===== config.mk =====
export PLATFORM = sky130hd
export DESIGN_NAME = simd_mac_fu
export DESIGN_NICKNAME = d
export VERILOG_FILES = /design/src/rtl/simd_mac_fu.sv
export SDC_FILE = /design/constraint.sdc
export NUM_CORES = 1
export LEC_CHECK = 0
export CORE_UTILIZATION = 40
export DETAILED_ROUTE_END_ITERATION = 6
export GPL_TIMING_DRIVEN = 0
export SLEW_MARGIN = 20
export SYNTH_ARGS = -nofsm -noshare
export SYNTH_HDL_FRONTEND = slang
export SYNTH_SLANG_ARGS = --single-unit

===== constraint.sdc =====
create_clock -name clk_i -period 15.3 [get_ports clk_i]
set_input_delay 4.59 -clock clk_i [delete_from_list [all_inputs] [get_ports clk_i]]
set_output_delay 4.59 -clock clk_i [all_outputs]
set_load 0.01 [all_outputs]

===== src/rtl/simd_mac_fu.sv =====
// Two-stage SIMD multiply-accumulate unit: S1 forms signed x unsigned lane products,
// S2 reduces them and updates one of NUM_ACC accumulators, registering the result.
module simd_mac_fu #(
    parameter int unsigned XLEN          = 32,
    parameter int unsigned ELEM_W        = 8,
    parameter int unsigned NUM_ACC       = 4,
    parameter int unsigned TRANS_ID_BITS = 3,
    localparam int unsigned SEL_W        = (NUM_ACC > 1) ? $clog2(NUM_ACC) : 1
) (
    input  logic                     clk_i,
    input  logic                     rst_i,
    input  logic                     valid_i,
    output logic                     ready_o,
    input  logic                     flush_i,
    input  logic [2:0]               op_i,
    input  logic                     sat_i,
    input  logic [SEL_W-1:0]         acc_sel_i,
    input  logic [XLEN-1:0]          operand_a_i,
    input  logic [XLEN-1:0]          operand_b_i,
    input  logic [TRANS_ID_BITS-1:0] trans_id_i,
    output logic [XLEN-1:0]          result_o,
    output logic                     valid_o,
    output logic [TRANS_ID_BITS-1:0] trans_id_o
);

    localparam logic [2:0] OP_INIT = 3'd0;
    localparam logic [2:0] OP_ACC  = 3'd1;
    localparam logic [2:0] OP_CLR  = 3'd3;
    localparam logic [2:0] OP_LOAD = 3'd4;

    localparam int LANES  = int'(XLEN / ELEM_W);
    localparam int PROD_W = int'(2 * ELEM_W + 1);
    // Wide enough to hold the exact sum of all lane products before truncation.
    localparam int SUM_W  = PROD_W + $clog2(LANES) + 1;
    localparam int EXT_W  = (SUM_W > int'(XLEN)) ? SUM_W : int'(XLEN);

    logic accept;

    logic signed [PROD_W-1:0] prod [LANES];

    logic                     s1_valid;
    logic [2:0]               s1_op;
    logic                     s1_sat;
    logic [SEL_W-1:0]         s1_sel;
    logic [XLEN-1:0]          s1_opa;
    logic [TRANS_ID_BITS-1:0] s1_id;
    logic signed [PROD_W-1:0] s1_prod [LANES];

    logic [XLEN-1:0]          acc [NUM_ACC];

    logic signed [EXT_W-1:0]  sum_ext;
    logic [XLEN-1:0]          sum;
    logic [XLEN-1:0]          acc_cur;
    logic [XLEN:0]            add_ext;
    logic                     add_ovf;
    logic [XLEN-1:0]          acc_sum;
    logic [XLEN-1:0]          new_val;
    logic                     acc_we;
    logic                     commit;

    assign ready_o = ~rst_i;
    assign accept  = valid_i & ready_o & ~flush_i;

    always_comb begin
        for (int i = 0; i < LANES; i++) begin
            prod[i] = $signed({{(ELEM_W + 1){operand_a_i[i*ELEM_W + ELEM_W - 1]}},
                               operand_a_i[i*ELEM_W +: ELEM_W]})
                    * $signed({{(ELEM_W + 1){1'b0}}, operand_b_i[i*ELEM_W +: ELEM_W]});
        end
    end

    always_ff @(posedge clk_i or posedge rst_i) begin
        if (rst_i) begin
            s1_valid <= 1'b0;
            s1_op    <= OP_INIT;
            s1_sat   <= 1'b0;
            s1_sel   <= '0;
            s1_opa   <= '0;
            s1_id    <= '0;
            for (int i = 0; i < LANES; i++) begin
                s1_prod[i] <= '0;
            end
        end else begin
            s1_valid <= accept;
            if (accept) begin
                s1_op  <= op_i;
                s1_sat <= sat_i;
                s1_sel <= acc_sel_i;
                s1_opa <= operand_a_i;
                s1_id  <= trans_id_i;
                for (int i = 0; i < LANES; i++) begin
                    s1_prod[i] <= prod[i];
                end
            end
        end
    end

    always_comb begin
        sum_ext = '0;
        for (int i = 0; i < LANES; i++) begin
            sum_ext = sum_ext + {{(EXT_W - PROD_W){s1_prod[i][PROD_W-1]}}, s1_prod[i]};
        end
        sum = sum_ext[XLEN-1:0];
    end

    // The accumulator is read combinationally in S2, so a write at the end of one cycle is
    // already seen by the operation entering S2 in the next cycle.
    always_comb begin
        acc_cur = acc[s1_sel];
        add_ext = {acc_cur[XLEN-1], acc_cur} + {sum[XLEN-1], sum};
        add_ovf = add_ext[XLEN] ^ add_ext[XLEN-1];
        if (s1_sat && add_ovf) begin
            acc_sum = add_ext[XLEN] ? {1'b1, {(XLEN - 1){1'b0}}} : {1'b0, {(XLEN - 1){1'b1}}};
        end else begin
            acc_sum = add_ext[XLEN-1:0];
        end
    end

    always_comb begin
        new_val = acc_cur;
        acc_we  = 1'b0;
        case (s1_op)
            OP_INIT: begin
                new_val = sum;
                acc_we  = 1'b1;
            end
            OP_ACC: begin
                new_val = acc_sum;
                acc_we  = 1'b1;
            end
            OP_CLR: begin
                new_val = '0;
                acc_we  = 1'b1;
            end
            OP_LOAD: begin
                new_val = s1_opa;
                acc_we  = 1'b1;
            end
            default: begin
                new_val = acc_cur;
                acc_we  = 1'b0;
            end
        endcase
    end

    // A flush kills the S1 operation before it can touch an accumulator.
    assign commit = s1_valid & ~flush_i;

    always_ff @(posedge clk_i or posedge rst_i) begin
        if (rst_i) begin
            valid_o    <= 1'b0;
            result_o   <= '0;
            trans_id_o <= '0;
            for (int i = 0; i < int'(NUM_ACC); i++) begin
                acc[i] <= '0;
            end
        end else begin
            valid_o <= commit;
            if (commit) begin
                result_o   <= new_val;
                trans_id_o <= s1_id;
                if (acc_we) begin
                    acc[s1_sel] <= new_val;
                end
            end
        end
    end

endmodule


==> flow_metrics.env, run 1 <==
export IMPL_cts_hold_buffers=0
export IMPL_coreArea_um2=59460
export IMPL_wire_length_of_the_first_global_routing_pass_mm=113.8
export IMPL_max_slew_margin_rel=0.2804
export IMPL_start_util=0.4079
export IMPL_fmaxAchievable_ghz=0.09246
export IMPL_avgSynthCellArea_um2=9.157
export IMPL_fp_dieArea_um2=61630
export IMPL_timing_critical_path_slowest_cell_delay_ns=0.66
export IMPL_cts_tree="yes"
export IMPL_placement_setup_worst_slack_ns=4.393
export IMPL_synth_lib_cells_used_distinct=70
export IMPL_share_of_post_route_cells_with_drive_strength_above_1=0.04819
export IMPL_worst_path_fanout_max=93
export IMPL_initialDrtViolationCount=1396
export IMPL_violations="DRC"
export IMPL_area_growth_synth_to_final_pct=13.55
export IMPL_synth_seq_cells=274
export IMPL_die_width_um=248.3
export IMPL_period_minus_slack_ns=10.82
export IMPL_gr_usage_all_layers=0.2402
export IMPL_min_delay_start="s1_id[0]"
export IMPL_post_synthesis_cell_count=2649
export IMPL_critical_path_cell_chain="clkdlybuf4s50_1 > inv_8 > clkdlybuf4s50_1"
export IMPL_timing_reg2reg_worst_path_depth=23
export IMPL_critPathRequiredTime_ns=10.71
export IMPL_finClkSkew_ns=0.02941
export IMPL_grt_pass1_vias=20250
export IMPL_setup_worst_path_class="input port to primary output"
export IMPL_gp_congestion=0.9589
export IMPL_worst_r2r_endpoint="result_o[3]"
export IMPL_timing_setup_tns_ns=0
export IMPL_period_share=0.7069
export IMPL_detailedRoute_firstPassIterationCount=7
export IMPL_layout_core_utilization=0.4632
export IMPL_holdPathStages=2
export IMPL_endpoint_arrival_time_on_the_critical_path_ns=6.23
export IMPL_clkSinkCount=274
export IMPL_worst_setup_path_start_kind="input port"
export IMPL_post_cts_setup_buffers=0
export IMPL_clock_buffer_count_from_cts=36
export IMPL_yosys_cell_count_top_type="sky130_fd_sc_hd__inv_1"
export IMPL_synthTopCellsByArea="sky130_fd_sc_hd__dfrtp_1 (28%), sky130_fd_sc_hd__fa_1 (15%), sky130_fd_sc_hd__ha_1 (12%)"
export IMPL_standard_cell_with_the_maximum_stage_delay_on_the_critical_path="sky130_fd_sc_hd__clkdlybuf4s50_1"
export IMPL_outcome="complete, but fails checks"
export IMPL_syn_num_nets=3134
export IMPL_rsz0062_at_grt="no"
export IMPL_report_final_slew_viol_count=0
export IMPL_num_rows=89
export IMPL_place_hpwl_mm=56.17
export IMPL_io_buffer_count=107
export IMPL_yosysTopAreaCell="sky130_fd_sc_hd__dfrtp_1"
export IMPL_timing_critical_path_to_type="primary output"
export IMPL_finalHoldViolations=0
export IMPL_synth_sequential_area_ratio=0.2827
export IMPL_clockBufferDepth=3
export IMPL_cts_htree_levels=2
export IMPL_floorplan_io_pins=114
export IMPL_yosys_warnings=0
export IMPL_vias_per_cell=5.478
export IMPL_ctsRootBufferMaster="sky130_fd_sc_hd__clkbuf_16"
export IMPL_routed_wl_mm=72.83
export IMPL_via_count=19700
export IMPL_synth_top_cell_area_share=0.2827
export IMPL_path_clk_slew_ns=0.05
export IMPL_cap_violations=0
export IMPL_grt_start_max_net_pins=107
export IMPL_synth_flop_cell="sky130_fd_sc_hd__dfrtp_1"
export IMPL_synth_enable_flop_cells=0
export IMPL_postCtsResizedCells=0
export IMPL_post_synth_most_frequent_cells="sky130_fd_sc_hd__inv_1 (337), sky130_fd_sc_hd__nand2_1 (332), sky130_fd_sc_hd__dfrtp_1 (274)"
export IMPL_postSynth_asyncResetShare=1.000
export IMPL_setup_viol_count_final=0
export IMPL_syn_area_um2=24260
export IMPL_end_of_the_worst_hold_path="trans_id_o[0]"
export IMPL_die_h_um=248.3
export IMPL_globalRoute_totalOverflow=0
export IMPL_antenna_found_initial=2
export IMPL_worst_path_most_repeated_cell="sky130_fd_sc_hd__clkdlybuf4s50_1"
export IMPL_max_slew_worst_pin_slew_ns=1.079
export IMPL_final_nets=3281
export IMPL_timing_reg2reg_setup_slack_ns=7.09
export IMPL_clk_latency_ns=0.56
export IMPL_rr_startpoint="s1_prod[1]"
export IMPL_hold_path_class="register to register"
export IMPL_setup_ws_ns=4.484
export IMPL_detail_route_antenna_nets=0
export IMPL_route_detailed_drc=2
export IMPL_drt_wirelength_per_cell_um=20.25
[how the worst max path moves through the flow]
| stage | from | to | slack (ns) |
|---|---|---|---|
| 2_1_floorplan | rst_i | ready_o | 0.43 |
| 3_3_place_gp | rst_i | ready_o | -3.77 |
| 3_5_place_dp | rst_i | ready_o | 4.39 |
| 4_1_cts | rst_i | ready_o | 4.40 |
| 5_1_grt | rst_i | ready_o | 4.31 |
| 6_report | rst_i | ready_o | 4.48 |
[final cells by class]
class                      count  area, um^2
fill                        5736       31920
multi-input combinational   1931       15710
sequential                   274        6857
inverter                     340        1284
timing repair buffer         109        1126
clock buffer                  48        1037
tap                          773       967.2
buffer                       104       417.9
clock inverter                16       143.9
antenna                        1       2.502
[flip-flops by register name, summed over array words and instances, names as in the netlist]
signal and count:
acc 128, s1_sel 2, result_o 32, s1_id 3, s1_sat 1, s1_prod 68
trans_id_o 3, s1_op 3, s1_opa 32, s1_valid 1, valid_o 1
[metal layers]
metal  routed length (um)  GRT usage  up-vias
met5                   11          0        -
met4                 2145    0.07066        2
met3                 4674    0.03706      120
met2                34810     0.4047      668
met1                31190     0.3175     9771
li1                     -          -     9139
[cells by family (layout without fill, tap and decap cells)]
group / Yosys count / after routing / share of synthesized area
compound gates: 613 / 613 / 0.1492
flops: 274 / 274 / 0.2827
mux: 115 / 115 / 0.06427
xor+xnor: 79 / 79 / 0.02852
simple gates: 716 / 716 / 0.1381
fa+ha+maj: 408 / 408 / 0.2674
other cells: 0 / 1 / 0
buf+inv: 444 / 617 / 0.06979
[critical path, delay by kind of cell]
family / cells / cell delay, ns
buf+inv: 3 / 1.63
[layout by cell type (no fill, tap or decap), types with 33 or more instances in the layout]
cell / count
sky130_fd_sc_hd__o21ai_0: 210
sky130_fd_sc_hd__and2_1: 164
sky130_fd_sc_hd__a21oi_1: 180
sky130_fd_sc_hd__o21ai_1: 44
sky130_fd_sc_hd__nand2b_1: 33
sky130_fd_sc_hd__mux2i_1: 77
sky130_fd_sc_hd__clkbuf_16: 37
sky130_fd_sc_hd__dfrtp_1: 274
sky130_fd_sc_hd__nor2_1: 113
sky130_fd_sc_hd__ha_1: 224
sky130_fd_sc_hd__clkbuf_1: 83
sky130_fd_sc_hd__fa_1: 184
sky130_fd_sc_hd__nand2_1: 332
sky130_fd_sc_hd__xnor2_1: 57
sky130_fd_sc_hd__clkdlybuf4s50_1: 107
sky130_fd_sc_hd__inv_1: 336
[through the flow]
| step | instances | cell area, um^2 | hold slack [ns] |
|---|---|---|---|
| 2_1_floorplan | 2649 | 24260 | 0.4380 |
| 3_3_place_gp | 3529 | 26300 | 0.4502 |
| 3_5_place_dp | 3531 | 26360 | 0.4585 |
| 4_1_cts | 3595 | 27540 | 0.4768 |
| 5_1_grt | 3595 | 27540 | 0.4946 |
| 6_report | 3596 | 27540 | 0.4771 |
Power of run 1 is left out: the tool's default activity adds up to more than one toggle a clock period on the data nets, which glitch-free logic cannot reach.
==> inputs of run 2 (changes only) <==
- clock period: 15.3 -> 9.5 ns (I/O delays scaled with it)
==> run 2 against run 1 <==
  * The run now ends clean
  * Clock skew down 0.0042 ns
  * Worst hold slack worse by 0.011 ns
  * First-iteration DRC count is 17% lower
  * Critical path depth rose by 21
  * Design area hardly changed
  * Sequential share of layout area about the same
  * Final cell count unchanged
  * Routed wire length is 2.3% lower
  * Global-route usage fell by 0.20 points
  * Utilization about the same
  * Via count about the same
  * Critical path type is now register to register
  * Largest cell class unchanged
==> flow_metrics.env, run 2 (synthesis results as in run 1) <==
export IMPL_endpoint_arrival_time_on_the_critical_path_ns=8.44
export IMPL_worst_path_fanout_max=17
export IMPL_end_of_the_worst_hold_path="trans_id_o[0]"
export IMPL_setup_viol_count_final=0
export IMPL_period_share=0.8402
export IMPL_die_width_um=248.3
export IMPL_start_util=0.4079
export IMPL_clk_latency_ns=0.55
export IMPL_rr_startpoint="s1_prod[1]"
export IMPL_max_slew_margin_rel=0.3247
export IMPL_outcome="completed"
export IMPL_finClkSkew_ns=0.02518
export IMPL_clkSinkCount=274
export IMPL_layout_core_utilization=0.4629
export IMPL_place_hpwl_mm=56.66
export IMPL_globalRoute_totalOverflow=0
export IMPL_cts_hold_buffers=0
export IMPL_gp_congestion=0.9126
export IMPL_post_cts_setup_buffers=0
export IMPL_mostFrequentLayoutCell="sky130_fd_sc_hd__inv_1"
export IMPL_timing_setup_tns_ns=0
export IMPL_cts_tree="yes"
export IMPL_route_detailed_drc=0
export IMPL_grt_pass1_vias=20590
export IMPL_ctsRootBufferMaster="sky130_fd_sc_hd__clkbuf_16"
export IMPL_detailedRoute_firstPassIterationCount=5
export IMPL_via_count=19710
export IMPL_fmaxAchievable_ghz=0.1253
export IMPL_report_final_slew_viol_count=0
export IMPL_flip_flop_count_of_the_largest_register_after_layout=128
export IMPL_timing_reg2reg_worst_path_depth=24
export IMPL_io_buffer_count=107
export IMPL_detailed_place_area_um2=26490
export IMPL_setup_worst_path_class="register to register"
export IMPL_wire_length_of_the_first_global_routing_pass_mm=114.1
export IMPL_antenna_found_initial=2
export IMPL_worst_r2r_endpoint="acc[34]"
export IMPL_period_minus_slack_ns=7.982
export IMPL_worst_setup_path_start_kind="register"
export IMPL_num_rows=89
export IMPL_max_slew_worst_pin_slew_ns=1.013
export IMPL_initialDrtViolationCount=1161
export IMPL_setup_ws_ns=1.518
export IMPL_postCtsResizedCells=0
export IMPL_top_flop_regs="acc: 128 flops, s1_prod: 68 flops"
export IMPL_gr_usage_all_layers=0.2382
export IMPL_holdPathStages=2
export IMPL_post_route_cell_area_um2=27530
export IMPL_max_flop_register="acc"
export IMPL_cap_violations=0
export IMPL_rsz0062_at_grt="no"
export IMPL_clockBufferDepth=3
export IMPL_vias_per_cell=5.480
export IMPL_cts_htree_levels=2
export IMPL_path_clk_slew_ns=0.06
export IMPL_timing_critical_path_to_type="register"
export IMPL_timing_reg2reg_setup_slack_ns=1.52
export IMPL_clock_buffer_count_from_cts=34
export IMPL_detail_route_antenna_nets=0
export IMPL_critPathRequiredTime_ns=9.96
export IMPL_grt_start_max_net_pins=36
export IMPL_share_of_post_route_cells_with_drive_strength_above_1=0.04536
export IMPL_placement_setup_worst_slack_ns=1.064
export IMPL_final_nets=3287
export IMPL_hold_path_class="register to register"
export IMPL_routed_wl_mm=71.17
export IMPL_layout_cells_most_common_list="sky130_fd_sc_hd__inv_1 (336), sky130_fd_sc_hd__nand2_1 (332), sky130_fd_sc_hd__dfrtp_1 (274)"
export IMPL_finalHoldViolations=0
export IMPL_die_h_um=248.3
export IMPL_floorplan_io_pins=114
export IMPL_coreArea_um2=59460
export IMPL_min_delay_start="s1_id[0]"
export IMPL_drt_wirelength_per_cell_um=19.79
export IMPL_fp_dieArea_um2=61630
export IMPL_area_growth_synth_to_final_pct=13.48
## run 2: worst max-delay path by stage
stage	cells after the start	startpoint	endpoint	slack, ns
2_1_floorplan	1	rst_i	ready_o	0.47
3_3_place_gp	8	rst_i	s1_opa[11]	-3.09
3_5_place_dp	21	operand_a_i[24]	s1_prod[16]	1.06
4_1_cts	24	s1_prod[1]	acc[34]	1.55
5_1_grt	24	s1_prod[1]	acc[34]	1.11
6_report	24	s1_prod[1]	acc[34]	1.52
## run 2: critical path: stages, from the launching register on
cell and delay (ns):
sky130_fd_sc_hd__dfrtp_1 0.32, sky130_fd_sc_hd__inv_1 0.07, sky130_fd_sc_hd__fa_1 0.54, sky130_fd_sc_hd__inv_1 0.06, sky130_fd_sc_hd__fa_1 0.43, sky130_fd_sc_hd__ha_1 0.24
sky130_fd_sc_hd__fa_1 0.49, sky130_fd_sc_hd__a211o_1 0.27, sky130_fd_sc_hd__o211ai_1 0.15, sky130_fd_sc_hd__o31ai_1 0.25, sky130_fd_sc_hd__and2_1 0.27, sky130_fd_sc_hd__o21ai_0 0.49
sky130_fd_sc_hd__nand2_1 0.66, sky130_fd_sc_hd__ha_1 0.52, sky130_fd_sc_hd__clkbuf_1 0.28, sky130_fd_sc_hd__nand3_1 0.20, sky130_fd_sc_hd__nor4b_1 0.45, sky130_fd_sc_hd__o221ai_1 0.21
sky130_fd_sc_hd__o211ai_2 0.39, sky130_fd_sc_hd__a21oi_2 0.15, sky130_fd_sc_hd__a2111oi_4 0.64, sky130_fd_sc_hd__nand2_1 0.15, sky130_fd_sc_hd__buf_2 0.26, sky130_fd_sc_hd__buf_2 0.26
sky130_fd_sc_hd__o21ai_1 0.16
## run 2: layout make-up
| cell class | instances | area (um^2) |
|---|---|---|
| multi-input cells | 1931 | 15710 |
| inverters | 340 | 1280 |
| plain buffers | 104 | 416.7 |
| diodes | 1 | 2.502 |
| fillers | 5786 | 31940 |
| well taps | 773 | 967.2 |
| clock inverters | 6 | 61.31 |
| clock buffers | 50 | 972.2 |
| flip-flops and latches | 274 | 6857 |
| repair buffers | 117 | 1262 |
## run 2: per-stage QoR
stage / std cells / hold slack (ns)
3_5_place_dp: 3539 / 0.4599
3_3_place_gp: 3529 / 0.4484
4_1_cts: 3595 / 0.4717
6_report: 3596 / 0.4664
2_1_floorplan: 2649 / 0.4380
5_1_grt: 3595 / 0.4941
## run 2: per-layer routing
| layer | GRT usage | routed length (um) | vias up | part of all wire |
|---|---|---|---|---|
| met5 | 0 | 0 | - | 0 |
| met4 | 0.06600 | 1721 | 0 | 0.024 |
| met3 | 0.02661 | 3859 | 95 | 0.054 |
| met2 | 0.4122 | 34890 | 549 | 0.49 |
| met1 | 0.3136 | 30700 | 9930 | 0.43 |
| li1 | - | - | 9132 | - |
Power of run 2 is left out for the same reason.
